## src/rtl/dbg_uart_bridge_pkg.sv

```systemverilog
// dbg_pkg: shared constants and types for the UART debug bridge.
//   - command opcodes (first byte of every command frame)
//   - response bytes returned on TXD
//   - command FSM state type
package dbg_pkg;

  localparam logic [7:0] OP_HALT   = 8'h01;
  localparam logic [7:0] OP_RUN    = 8'h02;
  localparam logic [7:0] OP_STEP   = 8'h03;
  localparam logic [7:0] OP_RESET  = 8'h04;
  localparam logic [7:0] OP_READ   = 8'h10;
  localparam logic [7:0] OP_WRITE  = 8'h11;
  localparam logic [7:0] OP_STATUS = 8'h20;

  localparam logic [7:0] RSP_ACK = 8'hA5;
  localparam logic [7:0] RSP_ERR = 8'hEE;

  typedef enum logic [2:0] {
    ST_IDLE,
    ST_ARGS,
    ST_HALTWAIT,
    ST_EXEC,
    ST_ACCESS,
    ST_SEND
  } dbg_state_t;

endpackage

```

## src/rtl/dbg_uart_bridge_if.sv

```systemverilog
// dbg_uart_bridge_if: debug-port bus between the bridge (master) and the core (slave).
//   DBG_HALT_REQ  master->slave  level halt request
//   DBG_HALTED    slave->master  core is stopped
//   DBG_STEP      master->slave  1-cycle single-step pulse
//   DBG_RESET     master->slave  16-cycle core reset
//   DBG_RE/WE     master->slave  access strobes, held until DBG_ACK
//   DBG_ADDR      master->slave  word address, [1:0] always 0
//   DBG_WDATA     master->slave  write data
//   DBG_RDATA     slave->master  read data, valid with DBG_ACK
//   DBG_ACK       slave->master  1-cycle completion pulse
interface dbg_uart_bridge_if;
  logic        DBG_HALT_REQ;
  logic        DBG_HALTED;
  logic        DBG_STEP;
  logic        DBG_RESET;
  logic        DBG_RE;
  logic        DBG_WE;
  logic [31:0] DBG_ADDR;
  logic [31:0] DBG_WDATA;
  logic [31:0] DBG_RDATA;
  logic        DBG_ACK;

  modport master (
    output DBG_HALT_REQ, DBG_STEP, DBG_RESET, DBG_RE, DBG_WE, DBG_ADDR, DBG_WDATA,
    input  DBG_HALTED, DBG_RDATA, DBG_ACK
  );

  modport slave (
    input  DBG_HALT_REQ, DBG_STEP, DBG_RESET, DBG_RE, DBG_WE, DBG_ADDR, DBG_WDATA,
    output DBG_HALTED, DBG_RDATA, DBG_ACK
  );
endinterface

```

## src/rtl/dbg_uart_bridge_uart_byte.sv

```systemverilog
// uart_byte: 8N1 UART receive and transmit bit engines.
//   clk, rst_n  clock, async active-low reset
//   rxd         serial input, idle high (synchronised here)
//   rx_data     last received byte
//   rx_valid    1-cycle pulse, one cycle after a good stop-bit sample
//   txd         serial output, idle high
//   tx_data     byte to send, taken when tx_start && !tx_busy
//   tx_start    load request; the frame starts the following cycle
//   tx_busy     frame in progress; drops during the last stop-bit cycle so a
//               new byte can be loaded with no idle gap on the line
module uart_byte #(
  parameter int CLKS_PER_BIT = 434
) (
  input  logic       clk,
  input  logic       rst_n,
  input  logic       rxd,
  output logic [7:0] rx_data,
  output logic       rx_valid,
  output logic       txd,
  input  logic [7:0] tx_data,
  input  logic       tx_start,
  output logic       tx_busy
);

  localparam int CW = $clog2(CLKS_PER_BIT);
  localparam logic [CW-1:0] BIT_LAST  = CW'(CLKS_PER_BIT - 1);
  localparam logic [CW-1:0] HALF_LAST = CW'(CLKS_PER_BIT / 2 - 1);

  typedef enum logic [2:0] {RX_IDLE, RX_START, RX_DATA, RX_STOP, RX_BREAK} rx_state_t;

  logic          rx_m, rx_s;
  rx_state_t     rx_st;
  logic [CW-1:0] rx_cnt;
  logic [2:0]    rx_bits;
  logic [7:0]    rx_sh;

  always_ff @(posedge clk or negedge rst_n) begin
    if (!rst_n) begin
      rx_m     <= 1'b1;
      rx_s     <= 1'b1;
      rx_st    <= RX_IDLE;
      rx_cnt   <= '0;
      rx_bits  <= '0;
      rx_sh    <= '0;
      rx_data  <= '0;
      rx_valid <= 1'b0;
    end else begin
      rx_m     <= rxd;
      rx_s     <= rx_m;
      rx_valid <= 1'b0;
      case (rx_st)
        RX_IDLE: begin
          if (!rx_s) begin
            rx_cnt <= HALF_LAST;
            rx_st  <= RX_START;
          end
        end
        RX_START: begin
          if (rx_cnt == '0) begin
            if (!rx_s) begin
              rx_cnt  <= BIT_LAST;
              rx_bits <= 3'd7;
              rx_st   <= RX_DATA;
            end else begin
              rx_st <= RX_IDLE;
            end
          end else begin
            rx_cnt <= rx_cnt - 1'b1;
          end
        end
        RX_DATA: begin
          if (rx_cnt == '0) begin
            rx_sh  <= {rx_s, rx_sh[7:1]};
            rx_cnt <= BIT_LAST;
            if (rx_bits == '0) rx_st <= RX_STOP;
            else rx_bits <= rx_bits - 1'b1;
          end else begin
            rx_cnt <= rx_cnt - 1'b1;
          end
        end
        RX_STOP: begin
          if (rx_cnt == '0) begin
            if (rx_s) begin
              rx_data  <= rx_sh;
              rx_valid <= 1'b1;
              rx_st    <= RX_IDLE;
            end else begin
              rx_st <= RX_BREAK;
            end
          end else begin
            rx_cnt <= rx_cnt - 1'b1;
          end
        end
        // Framing error: wait for the line to go idle so the low stop bit
        // is not mistaken for a new start edge.
        RX_BREAK: if (rx_s) rx_st <= RX_IDLE;
        default: rx_st <= RX_IDLE;
      endcase
    end
  end

  logic [8:0]    tx_sh;
  logic [3:0]    tx_bits;
  logic [CW-1:0] tx_cnt;
  logic          tx_act;

  always_ff @(posedge clk or negedge rst_n) begin
    if (!rst_n) begin
      txd     <= 1'b1;
      tx_sh   <= '1;
      tx_bits <= '0;
      tx_cnt  <= '0;
      tx_act  <= 1'b0;
      tx_busy <= 1'b0;
    end else if (tx_start && !tx_busy) begin
      txd     <= 1'b0;
      tx_sh   <= {1'b1, tx_data};
      tx_bits <= 4'd9;
      tx_cnt  <= BIT_LAST;
      tx_act  <= 1'b1;
      tx_busy <= 1'b1;
    end else if (tx_act) begin
      if (tx_bits == '0 && tx_cnt == CW'(1)) tx_busy <= 1'b0;
      if (tx_cnt == '0) begin
        tx_cnt <= BIT_LAST;
        if (tx_bits == '0) begin
          tx_act <= 1'b0;
        end else begin
          txd     <= tx_sh[0];
          tx_sh   <= {1'b1, tx_sh[8:1]};
          tx_bits <= tx_bits - 1'b1;
        end
      end else begin
        tx_cnt <= tx_cnt - 1'b1;
      end
    end
  end

endmodule

```

## src/rtl/dbg_uart_bridge.sv

```systemverilog
// dbg_uart_bridge: UART command frames -> mcpu debug-port actions.
//   CLK, RESET_N  clock, async active-low reset
//   RXD, TXD      8N1 UART
//   dbg           debug-port master (halt/step/reset/read/write)
// Build option: DBG_TIMEOUT_EN makes ACCESS give up after TIMEOUT cycles
// without DBG_ACK and answer 0xEE; otherwise ACCESS waits indefinitely.
//
// state    | meaning
// IDLE     | wait for opcode byte
// ARGS     | collect address/data bytes (READ 4, WRITE 8)
// HALTWAIT | DBG_HALT_REQ set, wait for DBG_HALTED
// EXEC     | step pulse or 16-cycle core reset
// ACCESS   | drive RE/WE until DBG_ACK
// SEND     | feed response bytes to the transmitter
module dbg_uart_bridge
  import dbg_pkg::*;
#(
  parameter int CLKS_PER_BIT = 434,
  parameter int TIMEOUT      = 255
) (
  input  logic CLK,
  input  logic RESET_N,
  input  logic RXD,
  output logic TXD,
  dbg_uart_bridge_if.master dbg
);

`ifdef DBG_TIMEOUT_EN
  localparam bit TO_EN = 1'b1;
`else
  localparam bit TO_EN = 1'b0;
`endif
  localparam int TW = $clog2(TIMEOUT + 1);

  logic [7:0] rx_data, tx_data;
  logic       rx_valid, tx_start, tx_busy;

  uart_byte #(.CLKS_PER_BIT(CLKS_PER_BIT)) u_uart (
    .clk      (CLK),
    .rst_n    (RESET_N),
    .rxd      (RXD),
    .rx_data  (rx_data),
    .rx_valid (rx_valid),
    .txd      (TXD),
    .tx_data  (tx_data),
    .tx_start (tx_start),
    .tx_busy  (tx_busy)
  );

  dbg_state_t  state;
  logic [7:0]  opcode;
  logic [63:0] arg_sh, arg_nxt;
  logic [3:0]  arg_left;
  logic [15:0] idle_cnt;
  logic [3:0]  rst_cnt;
  logic [TW-1:0] to_cnt;
  logic        acc_on;
  logic [39:0] rsp_buf;
  logic [2:0]  rsp_left;

  logic        halt_req_q, step_q, reset_q, re_q, we_q;
  logic [31:2] addr_q;
  logic [31:0] wdata_q;

  // Bytes arrive LSB first, so shift in from the top.
  assign arg_nxt  = {rx_data, arg_sh[63:8]};
  assign tx_start = (state == ST_SEND) && !tx_busy;
  assign tx_data  = rsp_buf[7:0];

  assign dbg.DBG_HALT_REQ = halt_req_q;
  assign dbg.DBG_STEP     = step_q;
  assign dbg.DBG_RESET    = reset_q;
  assign dbg.DBG_RE       = re_q;
  assign dbg.DBG_WE       = we_q;
  assign dbg.DBG_ADDR     = {addr_q, 2'b00};
  assign dbg.DBG_WDATA    = wdata_q;

  always_ff @(posedge CLK or negedge RESET_N) begin
    if (!RESET_N) begin
      state      <= ST_IDLE;
      opcode     <= '0;
      arg_sh     <= '0;
      arg_left   <= '0;
      idle_cnt   <= '0;
      rst_cnt    <= '0;
      to_cnt     <= '0;
      acc_on     <= 1'b0;
      rsp_buf    <= '0;
      rsp_left   <= '0;
      halt_req_q <= 1'b0;
      step_q     <= 1'b0;
      reset_q    <= 1'b0;
      re_q       <= 1'b0;
      we_q       <= 1'b0;
      addr_q     <= '0;
      wdata_q    <= '0;
    end else begin
      step_q <= 1'b0;
      case (state)
        ST_IDLE: begin
          if (rx_valid) begin
            opcode <= rx_data;
            case (rx_data)
              OP_HALT: begin
                halt_req_q <= 1'b1;
                state      <= ST_HALTWAIT;
              end
              OP_RUN: begin
                halt_req_q <= 1'b0;
                rsp_buf    <= {32'h0, RSP_ACK};
                rsp_left   <= 3'd1;
                state      <= ST_SEND;
              end
              OP_STEP: state <= ST_EXEC;
              OP_RESET: begin
                reset_q <= 1'b1;
                rst_cnt <= 4'd15;
                state   <= ST_EXEC;
              end
              OP_READ, OP_WRITE: begin
                arg_left <= (rx_data == OP_READ) ? 4'd4 : 4'd8;
                idle_cnt <= 16'hFFFF;
                state    <= ST_ARGS;
              end
              OP_STATUS: begin
                rsp_buf  <= {32'h0, 6'b0, reset_q, dbg.DBG_HALTED};
                rsp_left <= 3'd1;
                state    <= ST_SEND;
              end
              default: begin
                rsp_buf  <= {32'h0, RSP_ERR};
                rsp_left <= 3'd1;
                state    <= ST_SEND;
              end
            endcase
          end
        end
        ST_ARGS: begin
          if (rx_valid) begin
            arg_sh   <= arg_nxt;
            idle_cnt <= 16'hFFFF;
            if (arg_left == 4'd1) begin
              if (opcode == OP_READ) begin
                addr_q <= arg_nxt[63:34];
              end else begin
                addr_q  <= arg_nxt[31:2];
                wdata_q <= arg_nxt[63:32];
              end
              acc_on <= 1'b0;
              state  <= ST_ACCESS;
            end else begin
              arg_left <= arg_left - 1'b1;
            end
          end else if (idle_cnt == '0) begin
            state <= ST_IDLE;
          end else begin
            idle_cnt <= idle_cnt - 1'b1;
          end
        end
        ST_HALTWAIT: begin
          if (dbg.DBG_HALTED) begin
            rsp_buf  <= {32'h0, RSP_ACK};
            rsp_left <= 3'd1;
            state    <= ST_SEND;
          end
        end
        ST_EXEC: begin
          if (opcode == OP_RESET) begin
            if (rst_cnt == '0) begin
              reset_q  <= 1'b0;
              rsp_buf  <= {32'h0, RSP_ACK};
              rsp_left <= 3'd1;
              state    <= ST_SEND;
            end else begin
              rst_cnt <= rst_cnt - 1'b1;
            end
          end else begin
            if (dbg.DBG_HALTED) begin
              step_q  <= 1'b1;
              rsp_buf <= {32'h0, RSP_ACK};
            end else begin
              rsp_buf <= {32'h0, RSP_ERR};
            end
            rsp_left <= 3'd1;
            state    <= ST_SEND;
          end
        end
        ST_ACCESS: begin
          if (!acc_on) begin
            acc_on <= 1'b1;
            re_q   <= (opcode == OP_READ);
            we_q   <= (opcode != OP_READ);
            to_cnt <= TW'(TIMEOUT - 1);
          end else if (dbg.DBG_ACK) begin
            re_q  <= 1'b0;
            we_q  <= 1'b0;
            state <= ST_SEND;
            if (opcode == OP_READ) begin
              rsp_buf  <= {RSP_ACK, dbg.DBG_RDATA};
              rsp_left <= 3'd5;
            end else begin
              rsp_buf  <= {32'h0, RSP_ACK};
              rsp_left <= 3'd1;
            end
          end else if (TO_EN && to_cnt == '0) begin
            re_q     <= 1'b0;
            we_q     <= 1'b0;
            rsp_buf  <= {32'h0, RSP_ERR};
            rsp_left <= 3'd1;
            state    <= ST_SEND;
          end else begin
            to_cnt <= to_cnt - 1'b1;
          end
        end
        ST_SEND: begin
          if (tx_start) begin
            rsp_buf  <= {8'h0, rsp_buf[39:8]};
            rsp_left <= rsp_left - 1'b1;
            if (rsp_left == 3'd1) state <= ST_IDLE;
          end
        end
        default: state <= ST_IDLE;
      endcase
    end
  end

endmodule

```

## src/flat_wrapper.sv

```systemverilog
// flat-port wrapper written by rule: the top's interface ports become plain ports
module dbg_uart_bridge_flat import dbg_pkg::*;
#(
  parameter int CLKS_PER_BIT = 434,
  parameter int TIMEOUT      = 255
)
  (CLK, RESET_N, RXD, TXD, dbg_DBG_HALT_REQ, dbg_DBG_STEP, dbg_DBG_RESET, dbg_DBG_RE, dbg_DBG_WE, dbg_DBG_ADDR, dbg_DBG_WDATA, dbg_DBG_HALTED, dbg_DBG_RDATA, dbg_DBG_ACK);
  dbg_uart_bridge_if dbg_i ();
  input  logic CLK;
  input  logic RESET_N;
  input  logic RXD;
  output logic TXD;
  output wire logic [$bits(dbg_i.DBG_HALT_REQ)-1:0] dbg_DBG_HALT_REQ;
  output wire logic [$bits(dbg_i.DBG_STEP)-1:0] dbg_DBG_STEP;
  output wire logic [$bits(dbg_i.DBG_RESET)-1:0] dbg_DBG_RESET;
  output wire logic [$bits(dbg_i.DBG_RE)-1:0] dbg_DBG_RE;
  output wire logic [$bits(dbg_i.DBG_WE)-1:0] dbg_DBG_WE;
  output wire logic [$bits(dbg_i.DBG_ADDR)-1:0] dbg_DBG_ADDR;
  output wire logic [$bits(dbg_i.DBG_WDATA)-1:0] dbg_DBG_WDATA;
  input wire logic [$bits(dbg_i.DBG_HALTED)-1:0] dbg_DBG_HALTED;
  input wire logic [$bits(dbg_i.DBG_RDATA)-1:0] dbg_DBG_RDATA;
  input wire logic [$bits(dbg_i.DBG_ACK)-1:0] dbg_DBG_ACK;
  assign dbg_DBG_HALT_REQ = dbg_i.DBG_HALT_REQ;
  assign dbg_DBG_STEP = dbg_i.DBG_STEP;
  assign dbg_DBG_RESET = dbg_i.DBG_RESET;
  assign dbg_DBG_RE = dbg_i.DBG_RE;
  assign dbg_DBG_WE = dbg_i.DBG_WE;
  assign dbg_DBG_ADDR = dbg_i.DBG_ADDR;
  assign dbg_DBG_WDATA = dbg_i.DBG_WDATA;
  assign dbg_i.DBG_HALTED = dbg_DBG_HALTED;
  assign dbg_i.DBG_RDATA = dbg_DBG_RDATA;
  assign dbg_i.DBG_ACK = dbg_DBG_ACK;
  dbg_uart_bridge #(.CLKS_PER_BIT(CLKS_PER_BIT), .TIMEOUT(TIMEOUT)) u_core (.CLK(CLK), .RESET_N(RESET_N), .RXD(RXD), .TXD(TXD), .dbg(dbg_i));
endmodule
```

## config.mk

```make
export PLATFORM = sky130hd
export DESIGN_NAME = dbg_uart_bridge_flat
export DESIGN_NICKNAME = d
export VERILOG_FILES = /design/src/rtl/dbg_uart_bridge_pkg.sv /design/src/rtl/dbg_uart_bridge_if.sv /design/src/rtl/dbg_uart_bridge_uart_byte.sv /design/src/rtl/dbg_uart_bridge.sv /design/src/flat_wrapper.sv
export SDC_FILE = /design/constraint.sdc
export NUM_CORES = 1
export LEC_CHECK = 0
export CORE_ASPECT_RATIO = 1.4
export CORE_MARGIN = 1
export CORE_UTILIZATION = 58
export DETAILED_ROUTE_END_ITERATION = 8
export GPL_ROUTABILITY_DRIVEN = 0
export PLACE_DENSITY_LB_ADDON = 0.15
export SETUP_SLACK_MARGIN = 0.1
export SLEW_MARGIN = 30
export SYNTH_ARGS = -nofsm -noshare
export SYNTH_HDL_FRONTEND = slang
export SYNTH_SLANG_ARGS = --single-unit
```

## constraint.sdc

```tcl
create_clock -name CLK -period 3.1 [get_ports CLK]
set_input_delay 0.31 -clock CLK [delete_from_list [all_inputs] [get_ports CLK]]
set_output_delay 0.31 -clock CLK [all_outputs]
set_load 0.01 [all_outputs]
```

==> results.toml <==
[cells_and_area]
nets = 1140
antenna_cells = 0
drive_gt1_share_pct = 22.2
num-fill-cells = 1416
area_growth_pct = 17.9

[die]
initial_core_util_pct = 59.8
fp.dieH_um = 170
fp-row-count = 60
die_w_um = 122
die-area_um2 = 20600
fp.coreArea_um2 = 19400
ios = 107

[synth]
ys_seq_area_share_pct = 54.1
synth.distinct_cells = 77
synth_top_area_share_pct = 51.6
synthFlopType = "dfrtp_1"
ys_async_sr_fraction_pct = 100
synth_area_um2 = 11600
synth_edf_count = 0
yosys-top-cells-area = "dfrtp_1 52%, mux2_2 12%, mux2i_1 4.0%, mux2_4 3.1%, dfstp_2 2.5%"
synth_top_area_cell = "dfrtp_1"
synthTopCellsByCount = "240 x dfrtp_1, 121 x mux2_2, 74 x nand2_1, 73 x nor2_1, 51 x a21oi_1"
yosysMostFrequentCell = "dfrtp_1"
ys_ff_latch = 251
synth_warnings = 0
synthCells = 998
syn_area_per_cell_um2 = 11.7

[timing]
max_slew_margin_pct = 41.4
min_period_ns = 2.64
worst_pin_slew_ns = 0.872
final_hold_viol_count = 0
fin_skew_ns = 0.00590
drv_slew = 0
min_period_over_period_pct = 85.3
tns_ns = 0
grt_setup_unrepaired = "false"
setup_viol = 0
fin_ws_ns = 0.456
fmaxAchievable_mhz = 378

[clocking]
cts.repair.resized = 0
path_clk_slew_ns = 0.06
tritoncts = "yes"
cts.path.max_buffers = 3
hold_buffers = 1
clkLatencyLatePin_ns = 0.53
cts-root-buf = "clkbuf_16"
cts_setup_buffers = 0
htree_levels = 1
cts_sinks = 251
numCtsBuffers = 25

[hold_path]
hp-class = "input pin to async pin"

[pwr]
ir_drop_mv = 0.440
combPwrFrac_pct = 1.9
p_per_area_nw_per_um2 = 458
p_leak_nw = 6.65
power_mw = 6.28
clkPwrFrac_pct = 45.8
seq_power_share_pct = 52.2
internal_power_mw = 4.98
switching_share_pct = 20.7
switchingPower_mw = 1.30

[setup_path]
critPathTopFamily = "simple AND/OR/NAND/NOR gates"
cp-end-kind = "register"
critical_path_class = "register to register"
cpPeakStageDelay_ns = 0.41
worstPathCellList = "inv_1 -> ha_1 -> or3b_1 -> and4_1 -> a211oi_2 -> and3_2 -> buf_4 -> mux2_2"
crit_arrival_ns = 3.05
required_ns = 3.51
critPathSlowestCell = "or3b_1"
critPathLaunchType = "register"
path_max_fanout = 11
crit_buf_inv = 2

[grt]
grt_max_degree = 149
grt_pass1_vias = 8076
grt_first_pass_wirelength_um = 40700
antenna_found_initial = 0
grt-ovfl-total = 0
grt_usage_pct = 24.8

[place]
port-buffer-count = 104
post-dp-hpwl_um = 16100
dp_slack_ns = 0.476

[outcome]
status = "completed"

[drt]
post_drt_wl_per_cell_um = 18.2
drtAntennaViolNets = 0
vias = 7781
routed_wl_um = 24600
drt_first_pass_iters = 4
drt_iter0_markers = 391
routed_via_density = 5.75
route.detailed.drc = 0

[run]
max_cap_violations = 0
area by class of cell:
class | count | area (um^2) | area share (%)
Sequential cell | 251 | 6290 | 45.9
Timing Repair Buffer | 124 | 1250 | 9.11
Tap cell | 248 | 310 | 2.26
Clock inverter | 7 | 66.3 | 0.484
Inverter | 35 | 131 | 0.958
Clock buffer | 35 | 703 | 5.13
Multi-Input combinational cell | 653 | 4960 | 36.2
routing by layer:
metal / wire, um / part of all wire [%] / track usage (%) / up-vias
met5: 0 / 0 / 0 / -
met3: 950 / 3.9 / 3.90 / 43
met1: 10200 / 41 / 30.0 / 3912
met4: 572 / 2.3 / 7.25 / 0
met2: 12900 / 53 / 45.2 / 120
li1: - / - / - / 3706
flip-flops by register name, indices dropped and copies added, names as in the netlist, 3 cells and up:
register	cells
u_core.arg_sh	54
u_core.rsp_buf	33
u_core.dbg.DBG_WDATA	32
u_core.addr_q	30
u_core.idle_cnt	16
u_core.u_uart.rx_cnt	9
u_core.u_uart.tx_cnt	9
u_core.opcode	8
u_core.u_uart.rx_data	8
u_core.u_uart.rx_sh	8
u_core.u_uart.tx_sh	8
u_core.arg_left	4
u_core.rst_cnt	4
u_core.u_uart.tx_bits	4
u_core.rsp_left	3
u_core.state	3
u_core.u_uart.rx_bits	3
u_core.u_uart.rx_st	3
placed cells by master, fill, tap and decap left out, types with 6 or more instances in the layout:
master,Yosys,routed
or3_1,6,6
xor2_1,13,13
mux2i_1,47,47
or2_2,9,9
a22o_1,14,14
clkbuf_1,32,6
inv_1,35,35
clkbuf_16,0,25
nand2b_1,7,7
dfstp_2,11,11
mux2_2,121,121
xnor2_1,6,6
a21oi_1,51,51
nor2_1,73,72
nand2_1,74,74
nor3_1,22,22
nand3_1,15,14
o21ai_0,43,42
ha_1,13,13
nand4_1,7,7
nor4_1,6,6
mux2_4,24,24
clkdlybuf4s50_1,0,103
buf_4,3,15
dfrtp_1,240,240
final timing paths:
kind | end | depth (start not counted) | slack, ns | from
max in group asynchronous | u_core.arg_sh[33] | 3 | 1.97 | RESET_N
worst max register to register | u_core.rsp_buf[5] | 8 | 0.46 | u_core.rst_cnt[0]
worst min-delay path | u_core.rsp_buf[29] | 2 | 0.15 | RESET_N
min in group CLK | u_core.u_uart.rx_m | 1 | 0.19 | RXD
worst min register to register | u_core.u_uart.rx_s | 0 | 0.36 | u_core.u_uart.rx_m
worst max-delay path | u_core.rsp_buf[5] | 8 | 0.46 | u_core.rst_cnt[0]
through the flow:
step / util [%] / cell area, um^2 / cells / hold slack (ns)
after floorplan: - / 11600 / 999 / 0.0144
after global placement: 66.5 / 12900 / 1310 / 0.0941
after detailed placement: 66.5 / 12900 / 1310 / 0.0935
after CTS: 70.5 / 13700 / 1353 / 0.143
after global routing: 70.5 / 13700 / 1353 / 0.164
final: 70.5 / 13700 / 1353 / 0.153
cells by family (layout without fill, tap and decap cells):
group / count (synthesis) / count (layout) / synth area share (%)
DFF: 251 / 251 / 54.1
other: 1 / 2 / 0.0322
adders and majority gates: 13 / 13 / 1.40
AOI/OAI and AO/OA: 157 / 157 / 8.59
xor gates and xnor gates: 19 / 19 / 1.43
muxes: 192 / 192 / 18.9
and+or+nand+nor: 270 / 270 / 11.9
buffers and inverters: 95 / 201 / 3.68
power groups by stage:
stage / logic (mW) / clock network, mW / registers, mW
floorplan: 0.00468 / 0 / 3.34
global placement: 0.124 / 0 / 3.34
detailed placement: 0.124 / 0 / 3.34
CTS: 0.126 / 2.94 / 3.28
global route: 0.137 / 3.06 / 3.28
finish: 0.121 / 2.88 / 3.28
Note: power is estimated with default switching activity, not from simulation.
